**config.mk**
```make
export PLATFORM = sky130hd
export DESIGN_NAME = configregpwm_merge
export DESIGN_NICKNAME = d
export VERILOG_FILES = /design/src/rtl/configregpwm_merge_pkg.sv /design/src/rtl/configregpwm_merge.sv
export SDC_FILE = /design/constraint.sdc
export NUM_CORES = 1
export LEC_CHECK = 0
export BUFFER_PORTS_ARGS = -buffer_cell sky130_fd_sc_hd__buf_2
export CAP_MARGIN = 0
export CORE_UTILIZATION = 30
export DETAILED_ROUTE_END_ITERATION = 8
export HOLD_SLACK_MARGIN = 0.06
export PLACE_DENSITY = 0.65
export SLEW_MARGIN = 20
export SYNTH_ARGS = -nofsm -noshare
export SYNTH_HDL_FRONTEND = slang
export SYNTH_SLANG_ARGS = --single-unit
```
**constraint.sdc**
```tcl
create_clock -name clk -period 2.2 [get_ports clk]
set_input_delay 0.33 -clock clk [delete_from_list [all_inputs] [get_ports clk]]
set_output_delay 0.33 -clock clk [all_outputs]
set_load 0.02 [all_outputs]
```
**src/rtl/configregpwm_merge_pkg.sv**
```systemverilog
// Shared PWM config types and the field merge/validate helper
// used by the config-register write path.
package PKG_pwm;

  localparam int PWMCOUNT_WIDTH = 16;
  localparam int CFG_FIELD_W = 5;

  localparam int SEL_COUNT = 0;
  localparam int SEL_MASK = 1;
  localparam int SEL_ONOFF = 2;

  typedef enum logic [1:0] {
    COUNT_UP = 2'd0,
    COUNT_DOWN = 2'd1,
    COUNT_UPDOWN = 2'd2,
    COUNT_RSVD = 2'd3
  } _count_mode;

  typedef enum logic [1:0] {
    MASK_NONE = 2'd0,
    MASK_A = 2'd1,
    MASK_B = 2'd2,
    MASK_AB = 2'd3
  } _mask_mode;

  typedef enum logic {
    PWM_OFF = 1'b0,
    PWM_ON = 1'b1
  } _pwm_onoff;

  typedef struct packed {
    _pwm_onoff pwm_onoff;
    _mask_mode mask_mode;
    _count_mode count_mode;
  } _pwm_cfg;

  typedef enum logic [1:0] {
    IDLE = 2'd0,
    PENDING = 2'd1,
    COMMIT = 2'd2
  } _cfgmerge_state;

  typedef struct packed {
    logic err;
    _pwm_cfg cfg;
  } _merge_res;

  // A rejected write leaves every field untouched.
  function automatic _merge_res cfg_merge(
    input _pwm_cfg cur,
    input logic [2:0] sel,
    input _count_mode cm,
    input _mask_mode mm,
    input _pwm_onoff oo
  );
    _merge_res r;
    r.err = sel[SEL_COUNT] && (cm == COUNT_RSVD);
    r.cfg = cur;
    if (!r.err) begin
      if (sel[SEL_COUNT]) r.cfg.count_mode = cm;
      if (sel[SEL_MASK]) r.cfg.mask_mode = mm;
      if (sel[SEL_ONOFF]) r.cfg.pwm_onoff = oo;
    end
    return r;
  endfunction

endpackage

```
**src/rtl/configregpwm_merge.sv**
```systemverilog
// Shadowed PWM config register: field writes merge into a shadow
// that commits on carrier sync; turn-off bypasses the shadow.
module configregpwm_merge
  import PKG_pwm::*;
#(
  parameter int REG_W = PWMCOUNT_WIDTH + 1
) (
  input  logic             clk,
  input  logic             rstn,
  input  logic             wr_valid,
  output logic             wr_ready,
  input  logic [2:0]       wr_sel,
  input  _count_mode       wr_count_mode,
  input  _mask_mode        wr_mask_mode,
  input  _pwm_onoff        wr_pwm_onoff,
  input  logic             sync_event,
  input  logic             force_update,
  input  logic             err_clr,
  output logic [REG_W-1:0] register_concat,
  output logic             pending,
  output logic             commit_pulse,
  output logic             err_sticky
);

  _cfgmerge_state state, state_next;
  _pwm_cfg active, active_next;
  _pwm_cfg shadow, shadow_next;
  _merge_res mr;
  logic accept;
  logic commit_req;
  logic safety_off;
  logic rdy_q;

  assign accept = wr_valid & rdy_q;
  assign commit_req = sync_event | force_update;
  assign mr = cfg_merge(shadow, wr_sel, wr_count_mode,
                        wr_mask_mode, wr_pwm_onoff);

  assign safety_off = accept & ~mr.err
                    & wr_sel[SEL_ONOFF]
                    & (wr_pwm_onoff == PWM_OFF);

  // Committing takes shadow_next so a same-cycle write is included.
  always_comb begin
    shadow_next = shadow;
    active_next = active;
    if (accept && !mr.err) shadow_next = mr.cfg;
    if (safety_off) active_next.pwm_onoff = PWM_OFF;
    if (state == PENDING && commit_req) active_next = shadow_next;
  end

  always_ff @(posedge clk or negedge rstn) begin
    if (!rstn) state <= IDLE;
    else state <= state_next;
  end

  always_comb begin
    state_next = state;
    unique case (state)
      IDLE: begin
        if (accept && !mr.err && shadow_next != active_next)
          state_next = PENDING;
      end
      PENDING: begin
        if (commit_req) state_next = COMMIT;
        else if (shadow_next == active_next) state_next = IDLE;
      end
      COMMIT: state_next = IDLE;
      default: state_next = IDLE;
    endcase
  end

  always_comb begin
    pending = 1'b0;
    commit_pulse = 1'b0;
    unique case (1'b1)
      (state == PENDING): pending = 1'b1;
      (state == COMMIT): commit_pulse = 1'b1;
      default: ;
    endcase
  end

  always_ff @(posedge clk or negedge rstn) begin
    if (!rstn) begin
      active <= '0;
      shadow <= '0;
      rdy_q <= 1'b0;
      err_sticky <= 1'b0;
    end else begin
      active <= active_next;
      shadow <= shadow_next;
      rdy_q <= (state_next != COMMIT);
      err_sticky <= (accept & mr.err)
                  | (err_sticky & ~err_clr);
    end
  end

  assign wr_ready = rdy_q;
  assign register_concat = REG_W'(active);

endmodule

```
==> flow_summary.yaml <==
run_status:
  outcome: "finished clean"
placed_design:
  dp_hpwl_um: 1100
  dp_cells: 122
  port_buffers: 22
  place.gp.congestion: 0.774
global_route:
  grt_max_degree: 15
  grt_pass1_vias: 489
  antenna_found_initial: 0
  grt.overflow.total: 0
  use_met3: 0.0556
  busiest_layer: "met2"
  grt_pass1_wl_um: 2170
  track_usage: 0.112
  grt_util_met2: 0.158
  grt_use_met1: 0.150
synth:
  yosysMostFrequentCell: "dfrtp_1"
  ys_ff_latch: 14
  async_flop_share: 1.00
  synth_common_cells: "14 x dfrtp_1, 12 x buf_4, 9 x nand2_1"
  yosysWarnings: 0
  ys_seq_area_frac: 0.467
  synth_enable_flop_cells: 0
  avgSynthCellArea_sq_um: 10.3
  netlist.area_leader.share: 0.467
  synth_area_sq_um: 751
  synth.area.top_cells: "dfrtp_1 47%, buf_4 12%, mux2_4 6.0%, nand2_1 4.5%, xnor2_1 3.5%"
  yosys.cell_types.count: 25
  synth-main-ff-cell: "dfrtp_1"
  netlist.top_cell.by_area: "dfrtp_1"
  syn_inst: 73
detailed_routing:
  vias: 566
  viasPerCell: 4.46
  routed_wl_um: 1370
  drtAntennaViolNets: 0
  drtIter0Drc: 5
  avgRoutedWirePerCell_um: 10.8
  drc: 0
  dr.pass1.iters: 4
cells_and_area:
  fillerInstances: 231
  fin_nets: 114
  drive_gt1_frac: 0.374
  final-seq-area_sq_um: 350
  stdcell_count: 127
  multi_input_area_sq_um: 324
  areaGrowthSynthToFinish_pct: 19.3
  antenna_cells: 0
cts:
  clock-sinks: 14
  ctsHoldBuffers: 1
  clock_path_buffers: 2
  cts-resized-gates: 0
  clock_latency_ns: 0.28
  cts_tree: "done"
  cts_setup_buffers: 0
  cts_root_buf: "clkbuf_4"
  cts_buffers: 3
  clkTransAtPathRegs_ns: 0.09
  cts-htree-levels: 1
timing:
  setup_violations: 0
  whs_ns: 0.225
  fin_crit_ns: 1.49
  slew_violations: 0
  fmax_ghz: 0.670
  hold_violations: 0
  fin_tns_setup_ns: 0
  rsz0062_at_grt: "no"
  finalClockSkew_ns: 0.00589
  fin_crit_sh: 0.679
die:
  core-area_sq_um: 2280
  die_w_um: 52.0
  die_h_um: 52.0
  ios: 35
  start_util: 0.330
  num_rows: 17
  fp.dieArea_sq_um: 2710
setup_path:
  r2r_slack_ns: 0.71
  crit_fanout: 6
  cp-start-kind: "register"
  end_kind: "register"
  cp.required_ns: 2.35
  crit_arrival_ns: 1.64
  critical_path_class: "register to register"
pwr:
  power_density_nw_per_um2: 1230
  leakagePower_nw: 0.474
  max-vdd-ir-drop_v: 0.000786
job:
  drv_cap: 0
hold_path:
  hold_path_class: "input pin to register"
## registers in the layout, summed over array words and instances, names as in the netlist
| register | cells |
|---|---|
| state | 2 |
| register_concat | 5 |
| shadow | 5 |
| err_sticky | 1 |
| wr_ready | 1 |
## report_power, final
part / switching [mW] / internal (mW)
registers: 0.0764 / 0.360
clock network: 0.0834 / 0.101
logic: 0.275 / 0.206
total: 0.435 / 0.667
## cell families after synthesis
group / count (synthesis) / share of synthesized area
AOI/OAI and AO/OA: 11 / 0.105
xor gates and xnor gates: 3 / 0.0350
buffers and inverters: 19 / 0.157
muxes: 3 / 0.0600
other: 1 / 0.00500
DFF: 14 / 0.467
and+or+nand+nor: 22 / 0.172
## worst max-delay path: stages (launching register included)
cell and delay [ns]:
dfrtp_1 0.43, and4b_2 0.25, o21bai_2 0.21, xnor2_1 0.14
a211oi_1 0.19, a41oi_1 0.14
## placed cells by master, fill, tap and decap left out, drive strengths merged
cell,Yosys,final
a211oi,1,1
a221oi,1,1
a22oi,1,1
a31oi,1,1
a41oi,1,1
and4,2,2
and4b,2,2
buf,13,23
clkbuf,0,4
conb,1,12
dfrtp,14,14
dlygate4sd3,0,1
inv,6,6
mux2,3,3
nand2,9,9
nand3,1,1
nor2,3,3
nor2b,2,2
nor3,2,2
o21ai,3,3
o21bai,2,2
o22ai,1,1
or2,1,1
xnor2,3,3
## routing by layer
metal | vias to the layer above | routed length, um
met5 | - | 0
met4 | 0 | 0
met3 | 0 | 158
met2 | 30 | 587
met1 | 260 | 625
li1 | 276 | -
## per-stage QoR
stage                     power (mW)  setup slack [ns]  instance area, sq um   util
final                           1.10             0.707                   896  0.394
after global routing            1.18             0.583                   896  0.394
after CTS                       1.11             0.684                   896  0.394
after detailed placement       0.924             0.632                   850  0.373
after global placement         0.914             0.648                   850  0.373
after floorplan                0.792             0.737                   792      -
## area by class of cell
cell class                 count  share of cell area
sequential                    14               0.391
multi-input combinational     51               0.362
timing repair buffer          24               0.142
clock buffer                   4              0.0405
tap                           28              0.0391
inverter                       6              0.0251
## worst paths after layout
kind	startpoint	endpoint	cells after the start
setup / recovery	wr_ready$_DFF_PN0_	state[0]$_DFF_PN0_	5
setup reg to reg	wr_ready$_DFF_PN0_	state[0]$_DFF_PN0_	5
hold / removal	err_clr	err_sticky$_DFF_PN0_	2
hold reg to reg	shadow[0]$_DFF_PN0_	shadow[0]$_DFF_PN0_	2
min in group asynchronous	rstn	wr_ready$_DFF_PN0_	2
max in group asynchronous	rstn	register_concat[3]$_DFF_PN0_	2
No activity file was read; power rests on OpenSTA's default activity.
